$ cat config.mk
export PLATFORM = sky130hd
export DESIGN_NAME = slice_serial_add_sub
export DESIGN_NICKNAME = d
export VERILOG_FILES = /design/src/rtl/slice_serial_add_sub.sv
export SDC_FILE = /design/constraint.sdc
export NUM_CORES = 1
export LEC_CHECK = 0
export ABC_AREA = 1
export CAP_MARGIN = 20
export CORE_MARGIN = 2
export CORE_UTILIZATION = 50
export CTS_CLUSTER_SIZE = 10
export DETAILED_ROUTE_END_ITERATION = 10
export GPL_ROUTABILITY_DRIVEN = 0
export PLACE_DENSITY = 0.78
export SLEW_MARGIN = 20
export SYNTH_ARGS = -nofsm -noshare
export SYNTH_HDL_FRONTEND = slang
export SYNTH_SLANG_ARGS = --single-unit
export TNS_END_PERCENT = 10
$ cat constraint.sdc
create_clock -name clk -period 5.2 [get_ports clk]
set_input_delay 1.04 -clock clk [delete_from_list [all_inputs] [get_ports clk]]
set_output_delay 1.04 -clock clk [all_outputs]
set_load 0.01 [all_outputs]
$ cat src/rtl/slice_serial_add_sub.sv
// ============================================================================
// Module      : slice_serial_add_sub
// Description : Multi-cycle add/subtract unit. Each clock it adds one
//               SLICE-bit ripple slice of two WIDTH-bit operands. The carry
//               is kept in a register between slices. Valid/ready handshakes
//               are used on both the input and the output side.
//
// Ports       : clk        - sole clock, rising edge
//               reset_n    - asynchronous active-low reset
//               in_valid   - operands valid          in_ready  - can accept
//               a, b       - operands (WIDTH)        sub       - 0 add, 1 sub
//               cin        - carry-in / borrow-in
//               out_valid  - result valid            out_ready - result taken
//               sum        - result (WIDTH)          cout      - carry out
//               ovf        - signed overflow         zero      - sum == 0
//
// Parameters  : WIDTH (16) operand width, SLICE (4) bits per cycle;
//               WIDTH must be a multiple of SLICE.
// Option      : define SLICE_SERIAL_ADD_SUB_SAT_EN to saturate sum on
//               signed overflow (cout/ovf still report raw values).
//
// Revision    : 1.0 - initial release
// ============================================================================
`default_nettype none

module slice_serial_add_sub #(
  parameter int WIDTH = 16,
  parameter int SLICE = 4
) (
  input  logic             clk,
  input  logic             reset_n,
  input  logic             in_valid,
  output logic             in_ready,
  input  logic [WIDTH-1:0] a,
  input  logic [WIDTH-1:0] b,
  input  logic             sub,
  input  logic             cin,
  output logic             out_valid,
  input  logic             out_ready,
  output logic [WIDTH-1:0] sum,
  output logic             cout,
  output logic             ovf,
  output logic             zero
);

  localparam int c_nslice = WIDTH / SLICE;
  localparam int c_cw     = (c_nslice > 1) ? $clog2(c_nslice) : 1;
  localparam logic [c_cw-1:0] c_last = c_cw'(c_nslice - 1);

  localparam logic [1:0] c_st_idle = 2'd0;
  localparam logic [1:0] c_st_run  = 2'd1;
  localparam logic [1:0] c_st_done = 2'd2;

  generate
    if ((SLICE < 1) || ((WIDTH % SLICE) != 0)) begin : g_bad_param
      $error("slice_serial_add_sub: WIDTH must be a positive multiple of SLICE");
    end
  endgenerate

  logic [1:0]                        r_state;
  logic [c_nslice-1:0][SLICE-1:0]    r_opa;
  logic [c_nslice-1:0][SLICE-1:0]    r_opb;
  logic [c_nslice-1:0][SLICE-1:0]    r_sum;
  logic [c_cw-1:0]                   r_cnt;
  logic                              r_carry;
  logic                              r_cout;
  logic                              r_ovf;
  logic                              r_zero;

  logic [SLICE-1:0]                  w_sa;
  logic [SLICE-1:0]                  w_sb;
  logic [SLICE:0]                    w_slice;
  logic                              w_msb_cin;
  logic                              w_ovf;
  logic                              w_last;
  logic [c_nslice-1:0][SLICE-1:0]    w_next_sum;
  logic [WIDTH-1:0]                  w_final;
  logic                              w_zero;

  // Current slice of both operands, selected by the slice counter.
  assign w_sa    = r_opa[r_cnt];
  assign w_sb    = r_opb[r_cnt];
  assign w_slice = {1'b0, w_sa} + {1'b0, w_sb} + {{SLICE{1'b0}}, r_carry};
  assign w_last  = (r_cnt == c_last);

  // Carry into the slice MSB recovered from the MSB sum bit:
  // s = a ^ b ^ c_in  =>  c_in = a ^ b ^ s. Only meaningful on the last slice.
  assign w_msb_cin = w_sa[SLICE-1] ^ w_sb[SLICE-1] ^ w_slice[SLICE-1];
  assign w_ovf     = w_msb_cin ^ w_slice[SLICE];

  // Full result with the slice being computed this cycle merged in, so the
  // zero flag sees every bit of the finished sum.
  always_comb begin
    w_next_sum        = r_sum;
    w_next_sum[r_cnt] = w_slice[SLICE-1:0];
  end

`ifdef SLICE_SERIAL_ADD_SUB_SAT_EN
  // Overflow direction follows the sign of opA: a positive opA can only
  // overflow upwards (0x7F..F), a negative one downwards (0x80..0).
  logic w_sign_a;
  assign w_sign_a = r_opa[c_nslice-1][SLICE-1];
  assign w_final  = w_ovf ? {w_sign_a, {(WIDTH-1){~w_sign_a}}} : WIDTH'(w_next_sum);
`else
  assign w_final  = WIDTH'(w_next_sum);
`endif

  assign w_zero = (w_final == '0);

  always_ff @(posedge clk or negedge reset_n) begin
    if (!reset_n) begin
      r_state <= c_st_idle;
      r_opa   <= '0;
      r_opb   <= '0;
      r_sum   <= '0;
      r_cnt   <= '0;
      r_carry <= 1'b0;
      r_cout  <= 1'b0;
      r_ovf   <= 1'b0;
      r_zero  <= 1'b0;
    end else begin
      case (r_state)
        c_st_idle: begin
          if (in_valid) begin
            // Subtraction is a + ~b + !borrow, so fold sub into opB and carry.
            r_opa   <= a;
            r_opb   <= sub ? ~b : b;
            r_carry <= cin ^ sub;
            r_cnt   <= '0;
            r_state <= c_st_run;
          end
        end
        c_st_run: begin
          r_carry <= w_slice[SLICE];
          r_cnt   <= r_cnt + 1'b1;
          if (w_last) begin
            r_sum   <= w_final;
            r_cout  <= w_slice[SLICE];
            r_ovf   <= w_ovf;
            r_zero  <= w_zero;
            r_state <= c_st_done;
          end else begin
            r_sum   <= w_next_sum;
          end
        end
        c_st_done: begin
          if (out_ready) begin
            r_state <= c_st_idle;
          end
        end
        default: begin
          r_state <= c_st_idle;
        end
      endcase
    end
  end

  assign in_ready  = (r_state == c_st_idle);
  assign out_valid = (r_state == c_st_done);
  assign sum       = WIDTH'(r_sum);
  assign cout      = r_cout;
  assign ovf       = r_ovf;
  assign zero      = r_zero;

endmodule

`default_nettype wire

# --- Word level (Yosys, flattened, before mapping) ---
# Index checks and enable logic that the tools add are counted.
totals:
  out_inout_bits: 21
  reg_bits: 56
  in_bits: 38
  word_cells: 58
classes:
  magnitude_cmp: 2
  add_sub_neg: 3
  reduce_logical: 8
  n_bitwise: 5
  n_eq_ne: 6
  muxes: 16
op_table:
  columns: ["operator", "n"]
  rows:
  - ["binary-select mux 4 bit (select 2 bit)", 2]
  - ["bitwise mux 16 bit", 1]
  - ["logical NOT 16 bit", 1]
  - ["2-to-1 mux 16 bit", 1]
  - ["NOT 16 bit", 1]
  - ["2-to-1 mux 4 bit", 3]
  - ["demux 4 bit (select 2 bit)", 1]
  - ["2-to-1 mux 2 bit", 4]
  - ["one-hot mux 2 bit (3 select lines)", 1]
  - ["AND reduction 2 bit", 3]
  - ["adder 4 x 4 -> 5 bit", 1]
  - ["adder 5 x 1 -> 5 bit", 1]
  - ["equality test 2 bit (second input constant)", 2]
  - ["inequality test 2 bit (second input constant)", 2]
  - ["one-hot mux 2 bit (2 select lines)", 1]
  - ["bitwise XOR 1 bit", 4]
  - ["< comparator 2 x 3 -> 1 bit (second input constant)", 1]
  - ["AND reduction 3 bit", 1]
  - ["adder 2 x 1 -> 2 bit (second input constant)", 1]
  - ["equality test 2 x 1 -> 1 bit (second input constant)", 1]
  - [">= comparator 2 x 1 -> 1 bit (second input constant)", 1]
  - ["logical NOT 2 bit", 1]
  - ["inequality test 2 x 1 -> 1 bit (second input constant)", 1]
  - ["one-hot mux 1 bit (2 select lines)", 1]
  - ["3 further kinds", 3]

# --- Logic depth before layout (Yosys ltp) ---
depth:
  ltp_word: 6
  depth_mapped: 17
  ltp_nobuf: 16

# --- Worst setup path before layout ---
# No wires, ideal clock.
synth_timing:
  kind: "register to register"
  from: "reg r_cnt[1]"
  to: "reg r_zero (netlist: zero)"
  required_ns: 5.135
  period_less_slack_ns: 2.555
  n_path_buf: 1
  setup_time_ns: 0.065
  t_arrival_ns: 2.490
  setup_slack_ns: 2.645
  stages_incl_launch_ff: 16
  cell_sequence: "dfrtp_1 inv_1 clkbuf_1 a32o_1 fa_1 inv_1 fa_1 nand2_1 nand2_2 nor2_2 nand2_1 nor2_2 nand3_1 nor2_1 nand2_1 nand2_1"
synth_via:
  elab_chain_cells: 6
  elab_cells_between_ends: 15
  classes_between: "add/sub: 2; order compare: 2; eq/ne: 1; mux: 7; reduce/logical: 3"
synth_lines:
  columns: ["element", "line", "text"]
  rows:
  - ["start, declared", "64", "logic [c_cw-1:0] r_cnt;"]
  - ["start signal, assigned", "135", "r_cnt <= r_cnt + 1'b1;"]
  - ["binary-select mux 4 bit (select 2 bit), or another cell as far along", "81", "assign w_sa = r_opa[r_cnt];"]
  - ["2-to-1 mux 4 bit (implied by the code), or another cell as far along", "81", null]
  - ["adder 4 x 4 -> 5 bit or 2-to-1 mux 4 bit (tied branches)", "83, 95", null]
  - ["adder 5 x 1 -> 5 bit or demux 4 bit (select 2 bit) (tied branches)", "83, 95", null]
  - ["bitwise mux 16 bit", "95", "w_next_sum[r_cnt] = w_slice[SLICE-1:0];"]
  - ["logical NOT 16 bit", "108", "assign w_zero = (w_final == '0);"]
  - ["end signal, assigned", "140", "r_zero <= w_zero;"]
  - ["end, declared", "68", "logic r_zero;"]
# Several ways; a longest one is shown, not always the timed one. The select of a mux whose other input is x is not followed.
# A chain may end at the register's enable or synchronous reset.

# --- Final worst setup path ---
layout_timing:
  from: "reg r_cnt[0]"
  to: "reg r_zero (netlist: zero)"
# Same word-level chain as after synthesis.

==> results_dict.tcl <==
set metrics [dict create \
    maxSlewViolCount 0 \
    cp.required_ns 5.46 \
    critical_path.startpoint_type "register" \
    wire_length_of_the_first_global_routing_pass_um 10800 \
    synth_top_cells_by_area "sky130_fd_sc_hd__dfrtp_1 (47%), sky130_fd_sc_hd__nand2_1 (17%), sky130_fd_sc_hd__o21ai_0 (5.6%), sky130_fd_sc_hd__xnor2_1 (5.3%), sky130_fd_sc_hd__nor2_1 (3.9%)" \
    pin_count_of_the_biggest_net_entering_global_routing 57 \
    finalWirelength_um 6260 \
    multi_input_area_mm2 0.00139 \
    worst_ep_arrival_time_ns 3.42 \
    report.final.setup_viol 0 \
    post_drt_via_cell_ratio 5.14 \
    cts_setup_buffers 0 \
    cts_hold_buffers 0 \
    rr_worst_depth 15 \
    dpl-instance-area_mm2 0.00353 \
    status "completed" \
    dieArea_mm2 0.00653 \
    io_pins 59 \
    final_cell_count_no_fill 490 \
    layout-area-overhead-vs-synth_pct 23.5 \
    cts-htree-levels 2 \
    tritoncts_clock_tree "done" \
    layout.cells.most_common_list "sky130_fd_sc_hd__nand2_1 (134), sky130_fd_sc_hd__clkdlybuf4s50_1 (57), sky130_fd_sc_hd__dfrtp_1 (56)" \
    ant_nets 0 \
    track_usage 0.211 \
    initial_core_util 0.526 \
    via_count 2518 \
    hold_path_depth 2 \
    hold_path_class "reg2reg" \
    drt_iter0_markers 136 \
    insertion_delay_ns 0.31 \
    postSynthCellCount 367 \
    cts_root_buffer "sky130_fd_sc_hd__clkbuf_8" \
    syn_area_per_cell_um2 8.04 \
    n_antenna_cell 0 \
    fmax_mhz 316 \
    total_power_w 0.00267 \
    crit_type "reg2reg" \
    nNetsFinal 464 \
    synthesis.yosys.warnings 0 \
    design.core.area_mm2 0.00561 \
    placed_instances 482 \
    crit_fanout 20 \
    setup_repair_after_global_routing_missed_its_margin "no" \
    cts.sinks 56 \
    remaining_max_slew_budget_at_the_tightest_pin 0.422 \
    final.min_clock_period_ns 3.17 \
    net_count_of_the_mapped_netlist 414 \
    worst_voltage_drop_across_the_vdd_grid_mv 0.353 \
    gr-total-overflow 0 \
    seq_area_frac_synth 0.475 \
    endpoint_kind "register" \
    horizontal_extent_of_the_die_um 80.8 \
    p_leak_nw 1.71 \
    hold_viol 0 \
    avgRoutedWirePerCell_um 12.8 \
    power_density_mw_per_mm2 732 \
    grt_antenna_before_repair 0 \
    synth.top_cell.area_share 0.475 \
    clock-skew-final_ns 0.00545 \
    cts_buffers 5 \
    port-buffer-count 58 \
    period_share 0.609 \
    tns_ns 0 \
    synth_largest_area_cell "sky130_fd_sc_hd__dfrtp_1" \
    drcViolationCount 0 \
    tightestPinTransition_ns 0.865 \
    post-route-cell-area_mm2 0.00364 \
    fp-row-count 27 \
    drv_cap 0 \
    register_area_mm2 0.00140 \
    cts.clk_slew.worst_paths_ns 0.10 \
    grt_pass1_vias 2388 \
    detailedRoute.firstPassIterationCount 4 \
    clockBufferDepth 2 \
    yosys_register_bits 56 \
    ys_types 29 \
    die-height_um 80.8 \
    layout.cells.most_common "sky130_fd_sc_hd__nand2_1" \
    post_synth_instance_area_mm2 0.00295 \
    post_cts_gate_resize_count 0 \
    dp_hpwl_um 4580 \
    fill_cells 502 \
    post_route_cells_drive_above_1_share 0.0766 \
]
## worst paths after layout
kind,to,start,slack (ns)
setup / recovery,zero,r_cnt[0],2.03
hold / removal,r_opb[8],r_opb[8],0.49
setup reg to reg,zero,r_cnt[0],2.03
hold reg to reg,r_opb[8],r_opb[8],0.49
max in group asynchronous,r_opb[4],reset_n,3.89
min in group asynchronous,r_state[1],reset_n,0.85
## metal layers
metal	global-route usage	wire length, µm
met1	0.281	2870
met2	0.351	2950
met3	0.0378	327
met4	0.0695	116
met5	0	0
## critical path, stage by stage (launching register included)
cell and delay (ns):
sky130_fd_sc_hd__dfrtp_1 0.70, sky130_fd_sc_hd__clkinv_1 0.58, sky130_fd_sc_hd__nand2_1 0.19, sky130_fd_sc_hd__a32o_1 0.21
sky130_fd_sc_hd__fa_1 0.18, sky130_fd_sc_hd__inv_1 0.07, sky130_fd_sc_hd__fa_1 0.50, sky130_fd_sc_hd__nand2_1 0.12
sky130_fd_sc_hd__nand2_2 0.06, sky130_fd_sc_hd__nor2_2 0.09, sky130_fd_sc_hd__nand2_1 0.06, sky130_fd_sc_hd__nor2_2 0.07
sky130_fd_sc_hd__nand3_1 0.08, sky130_fd_sc_hd__nor2_1 0.09, sky130_fd_sc_hd__nand2_1 0.05, sky130_fd_sc_hd__nand2_1 0.05
## synthesized netlist by cell type (all sizes together)
library cell,n
nand2,139
a21oi,4
o31ai,1
or2,2
o22ai,6
o221ai,1
xnor2,18
dfrtp,56
clkinv,1
a32o,2
clkbuf,3
inv,18
ha,7
a31oi,8
nand3,8
fa,2
o21ai,41
nand4,1
nor2,36
buf,13
## cells by family (layout without fill, tap and decap cells)
group                    after synthesis  in the layout  synth area share
adder cells (fa/ha/maj)                9              9            0.0433
AO/OA/AOI/OAI                         63             63             0.121
XOR/XNOR                              18             18            0.0534
flip-flops                            56             56             0.475
buffers and inverters                 35             86            0.0547
AND/OR/NAND/NOR                      186            186             0.253
## area by class of cell
cell class | count | area share
inverter | 19 | 0.0196
tap | 72 | 0.0247
multi-input combinational | 276 | 0.381
clock inverter | 2 | 0.0106
sequential | 56 | 0.384
clock buffer | 6 | 0.0199
timing repair buffer | 59 | 0.160
## sequential cells by signal, summed over array words and instances, names as in the netlist
| signal | count |
|---|---|
| zero | 1 |
| r_opb | 16 |
| sum | 16 |
| r_cnt | 2 |
| r_carry | 1 |
| ovf | 1 |
| r_state | 2 |
| r_opa | 16 |
| cout | 1 |
## where the power goes
part           internal [W]  switching, W  total (W)
Combinational      0.000613      0.000963    0.00158
Clock              0.000146      0.000140   0.000286
Sequential         0.000645      0.000161   0.000805
## through the flow
| step | utilization | hold WS (ns) | setup WS [ns] |
|---|---|---|---|
| finish | 0.650 | 0.492 | 2.03 |
| global route | 0.650 | 0.518 | 1.74 |
| CTS | 0.650 | 0.494 | 2.09 |
| detailed placement | 0.630 | 0.466 | 2.12 |
| global placement | 0.630 | 0.470 | 2.26 |
| floorplan | - | 0.444 | 2.65 |
No activity file was read; power rests on OpenSTA's default activity.
==> RTL edit 1 (same flow settings) <==
Change the parameter `WIDTH` from 16 to 32. Comments in the files are not updated.
--- a/src/rtl/slice_serial_add_sub.sv
+++ b/src/rtl/slice_serial_add_sub.sv
@@ -26,3 +26,3 @@
 module slice_serial_add_sub #(
-  parameter int WIDTH = 16,
+  parameter int WIDTH = 32,
   parameter int SLICE = 4
Ports: changed (resized a, b and sum); port bits go from 59 to 107. The function was not compared with the original's and may differ.
==> RTL edit 1 against the unedited design <==
Routed wire length grew 110%; design area grew 83%; cell count grew 79%; power grew 65%; sequential cell count grew 49; critical path depth grew 3; synthesized area grew 83%; global-route usage grew 2.9 points; setup slack lost 0.53 ns.
==> RTL edit 1: results (changes against the unedited design) <==
* Outcome: completed
* Post-Synthesis Cells at 649 (+77%)
* CTS resizes at 0 (unchanged)
* Slew @ Worst Pin at 1.03 ns (+0.161 ns)
* WP data arrival at 4.00 ns (+0.58 ns)
* Sequential area share after synthesis at 48.8% (+1.3 points)
* Syn Area/Cell at 8.30 um^2 (+3.3%)
* All-Layer GR Usage at 24.1% (+2.9 points)
* Vias in the first global route at 4573 (+91%)
* Min-Delay Endpoint: r_opa[0]
* Synth Area in Compound Gates at 13.0% (+0.87 points)
* Reg2reg setup slack at 1.50 ns (-0.53 ns)
* Sink Count at 105 (+88%)
* First-pass GRT wire length at 22.1 mm (+100%)
* Pleak at 3.06 nW (+79%)
* Crit Reg-Reg Startpoint: r_cnt[0]
* Clkbuf count at 10 (+4)
* Vias at 4714 (+87%)
* DR iter-0 viols at 356 (+160%)
* WHS at 0.493 ns (+0.00122 ns)
* Synth cell count leaders: 235 x nand2_1, 105 x dfrtp_1, 79 x o21ai_0
* Finished Core Util at 64.0% (-0.99 points)
* CTS buffer count at 9 (+4)
* Hold depth at 2 (unchanged)
* Syn Nets at 726 (+75%)
* Multi-input logic area at 2430 um^2 (+75%)
* Layout cells sized above 1 at 6.06% (-1.6 points)
* Largest net degree at the start of global routing at 93 (+63%)
* Synth cell types at 37 (+28%)
* # nets final at 814 (+75%)
* WL/cell at 15.1 um (+18%)
* DP Worst Slack at 1.62 ns (-0.506 ns)
* Hold path start: r_opa[0]
* H-tree depth at 3 (+1)
* Mean number of vias per cell at 5.37 (+4.5%)
* Non-clock buffer count at 108 (+83%)
* Post-detail-place hpwl at 9.74 mm (+110%)
* Register area at 2630 um^2 (+88%)
* Worst vdd ir at 374 uV (+5.9%)
* I/O Buffers at 106 (+83%)
* Inverters at 41 (+22)
* Synth Area in Adders at 1.90% (-2.4 points)
* Crit Path Max Fanout at 12 (-40%)
* Final Skew at 0.0123 ns (+0.00684 ns)
* Multi-input gates at 472 (+71%)
* Placed inst area at 6460 um^2 (+83%)
* Pre-antenna DRT Iters at 5 (+1)
* Layout fillers at 877 (+75%)
* Worst skew pair latency at 0.37 ns (+0.06 ns)
* R2R depth at 18 (+3)
* Clock-cell share at 3.15% (+0.098 points)
* Non-clk buf share at 16.0% (+0.031 points)
* Synth Area in XOR/XNOR at 5.53% (+0.18 points)
* Largest cells by area after synthesis: dfrtp_1 49%, nand2_1 16%, o21ai_0 7.3%, xnor2_1 5.4%, inv_1 2.3%
* Inst Count DP at 862 (+79%)
* Max Freq at 271 MHz (-14%)
* Delay of the slowest critical-path stage at 0.74 ns (+0.04 ns)
-- RTL edit 1: layer usage --
layer,vias up,share of wire (%),global-route usage (%)
li1,2295,-,-
met1,2211,44,33.8
met2,183,47,38.7
met3,25,6.6,3.75
met4,0,2.2,7.14
met5,-,0,0
-- RTL edit 1: how the worst max path moves through the flow --
stage | startpoint | to | depth (start not counted)
5_1_grt | r_cnt[0] | zero | 20
3_3_place_gp | r_cnt[0] | zero | 17
2_1_floorplan | r_cnt[2] | zero | 21
4_1_cts | r_cnt[0] | zero | 15
3_5_place_dp | r_cnt[0] | zero | 17
6_report | r_cnt[0] | zero | 18
-- RTL edit 1: power by group --
part,internal (mW),switching (mW)
sequential,1.20,0.309
combinational,0.873,1.47
clock,0.243,0.294
total,2.32,2.07
-- RTL edit 1: worst reg2reg max path, delay by kind of cell, from the launching register on --
family	cells	cell delay, ns
AO/OA/AOI/OAI	1	0.27
flip-flops	1	0.74
buffers and inverters	4	0.51
AND/OR/NAND/NOR	11	1.48
adder cells (fa/ha/maj)	2	0.62
==> RTL edit 2 (same settings) <==
Made on the original files. Register the output `ovf` once more, cleared by the reset; this adds one clock of latency there. The other outputs are not delayed to match.
--- a/src/rtl/slice_serial_add_sub.sv
+++ b/src/rtl/slice_serial_add_sub.sv
@@ -161,3 +161,9 @@
   assign cout      = r_cout;
-  assign ovf       = r_ovf;
+  always_ff @(posedge clk or negedge reset_n) begin
+    if (!reset_n) begin
+      ovf <= '0;
+    end else begin
+      ovf <= r_ovf;
+    end
+  end
   assign zero      = r_zero;
Function: changed (a bounded check fails within 10 cycles, from zero or initial values and one cycle with reset_n low).
==> RTL edit 2 against the unedited design <==
Synthesized area increased by 0.85%; setup slack lost 0.013 ns; power increased by 4.1%; design area is 2.9% higher; synthesized cell count up 0.27%; die area up 0.81%; routed wire length is 1.3% lower; critical endpoint unchanged; critical path type unchanged; sequential cell count is 1 higher.
==> RTL edit 2: results (changes against the unedited design) <==
* Outcome: completed
* Ys async rst share at 100% (unchanged)
* Min-delay worst type: reg2reg
* CTS resizes at 0 (unchanged)
* Synth cell count leaders: 134 x nand2_1, 57 x dfrtp_1, 33 x o21ai_0
* Sequential area share after synthesis at 47.9% (+0.44 points)
* Mean number of vias per cell at 5.07 (-1.4%)
* Layout cells sized above 1 at 8.90% (+1.2 points)
* Clock tree buffer depth at 2 (unchanged)
* Slew @ Worst Pin at 0.861 ns (-0.00404 ns)
* Multiplexer share of the synthesized area at 0% (unchanged)
* Vias in the first global route at 2408 (+0.84%)
* Pre-antenna DRT Iters at 6 (+2)
* CTS buffer count at 9 (+4)
* Syn Nets at 415 (+0.24%)
* WL/cell at 12.3 um (-3.7%)
* WHS at 0.399 ns (-0.0931 ns)
* Delay of the slowest critical-path stage at 0.69 ns
* Vias at 2543 (+0.99%)
* H-tree depth at 3 (+1)
* DP Worst Slack at 2.12 ns (-0.00658 ns)
* Post-Synthesis Cells at 368 (+0.27%)
* Pleak at 1.76 nW (+3.2%)
* All-Layer GR Usage at 21.5% (+0.31 points)
* Reg2reg setup slack at 2.02 ns
* Slack of the critical path at 2.02 ns (-0.0126 ns)
* Post-detail-place hpwl at 4.51 mm (-1.5%)
* Initial antenna violation count at 0 (unchanged)
* Largest cells by area after synthesis: dfrtp_1 48%, nand2_1 17%, o21ai_0 5.6%, xnor2_1 5.3%, nor2_1 3.9%
* # nets final at 469 (+1.1%)
* Worst skew pair latency at 0.34 ns (+0.03 ns)
* Synth Area in XOR/XNOR at 5.30% (-0.045 points)
* Synth Area in Compound Gates at 12.0% (-0.10 points)
* DR iter-0 viols at 111 (-18%)
* Crit Path Max Fanout at 20 (unchanged)
* Largest net degree at the start of global routing at 58 (+1.8%)
* Final Skew at 0.00559 ns (+0.000135 ns)
* Layout fillers at 505 (+0.60%)
* WP data arrival at 3.45 ns (+0.03 ns)
* Slowest stage cell, crit path: dfrtp_1
* Placed inst area at 3560 um^2 (+0.81%)
* First-pass GRT wire length at 10.7 mm (-0.96%)
* Reg clk slew, reported paths at 0.06 ns (-0.04 ns)
* Synth Area in Adders at 4.29% (-0.036 points)
* CP top delay family: simple AND/OR/NAND/NOR gates
* Root Buffer: clkbuf_8
* Inst Count DP at 486 (+0.83%)
* Worst vdd ir at 366 uV (+3.7%)
[RTL edit 2: cell types whose count changed in the layout (fill, tap and decap cells not counted), sizes merged]
cell / unedited run / this run
clkbuf: 6 / 13
inv: 19 / 18
dfrtp: 56 / 57
clkinv: 1 / 3
[RTL edit 2: cells by family after synthesis]
kind of cell	Yosys count
AOI/OAI and AO/OA	63
xor gates and xnor gates	18
adders and majority gates	9
buffers and inverters	35
DFF	57
and+or+nand+nor	186
[RTL edit 2: final cells by class]
cell class                 count  area, um^2  area share (%)
clock buffer                  13         149            3.97
inverter                      19        71.3            1.90
sequential                    57        1430            38.0
timing repair buffer          59         583            15.5
tap                           75        93.8            2.50
clock inverter                 3        40.0            1.07
multi-input combinational    276        1390            37.0
[RTL edit 2: layer usage]
layer	wire length, um	vias to the layer above	global-route usage (%)
li1	-	1298	-
met1	2800	1170	26.8
met2	3020	63	34.6
met3	238	12	5.11
met4	119	0	11.2
met5	0	-	0
[RTL edit 2: path summary, 6_finish.rpt]
path	start	endpoint	cells past startpoint
worst max register to register	r_cnt[0]	zero	15
worst max-delay path	r_cnt[0]	zero	15
min in group asynchronous	reset_n	r_state[1]	2
worst min register to register	r_ovf	ovf	0
max in group asynchronous	reset_n	sum[2]	2
worst min-delay path	r_ovf	ovf	0
[RTL edit 2: power by group]
group	switching (mW)	leakage (nW)	internal [mW]
combinational	0.948	0.960	0.612
clock	0.167	0.0974	0.233
sequential	0.160	0.702	0.657
[RTL edit 2: worst reg2reg max path: cells and delay by family (launching register included)]
family / cells / cell delay, ns
fa+ha+maj: 2 / 0.68
compound gates: 1 / 0.20
simple gates: 10 / 0.90
flops: 1 / 0.69
buf+inv: 2 / 0.65
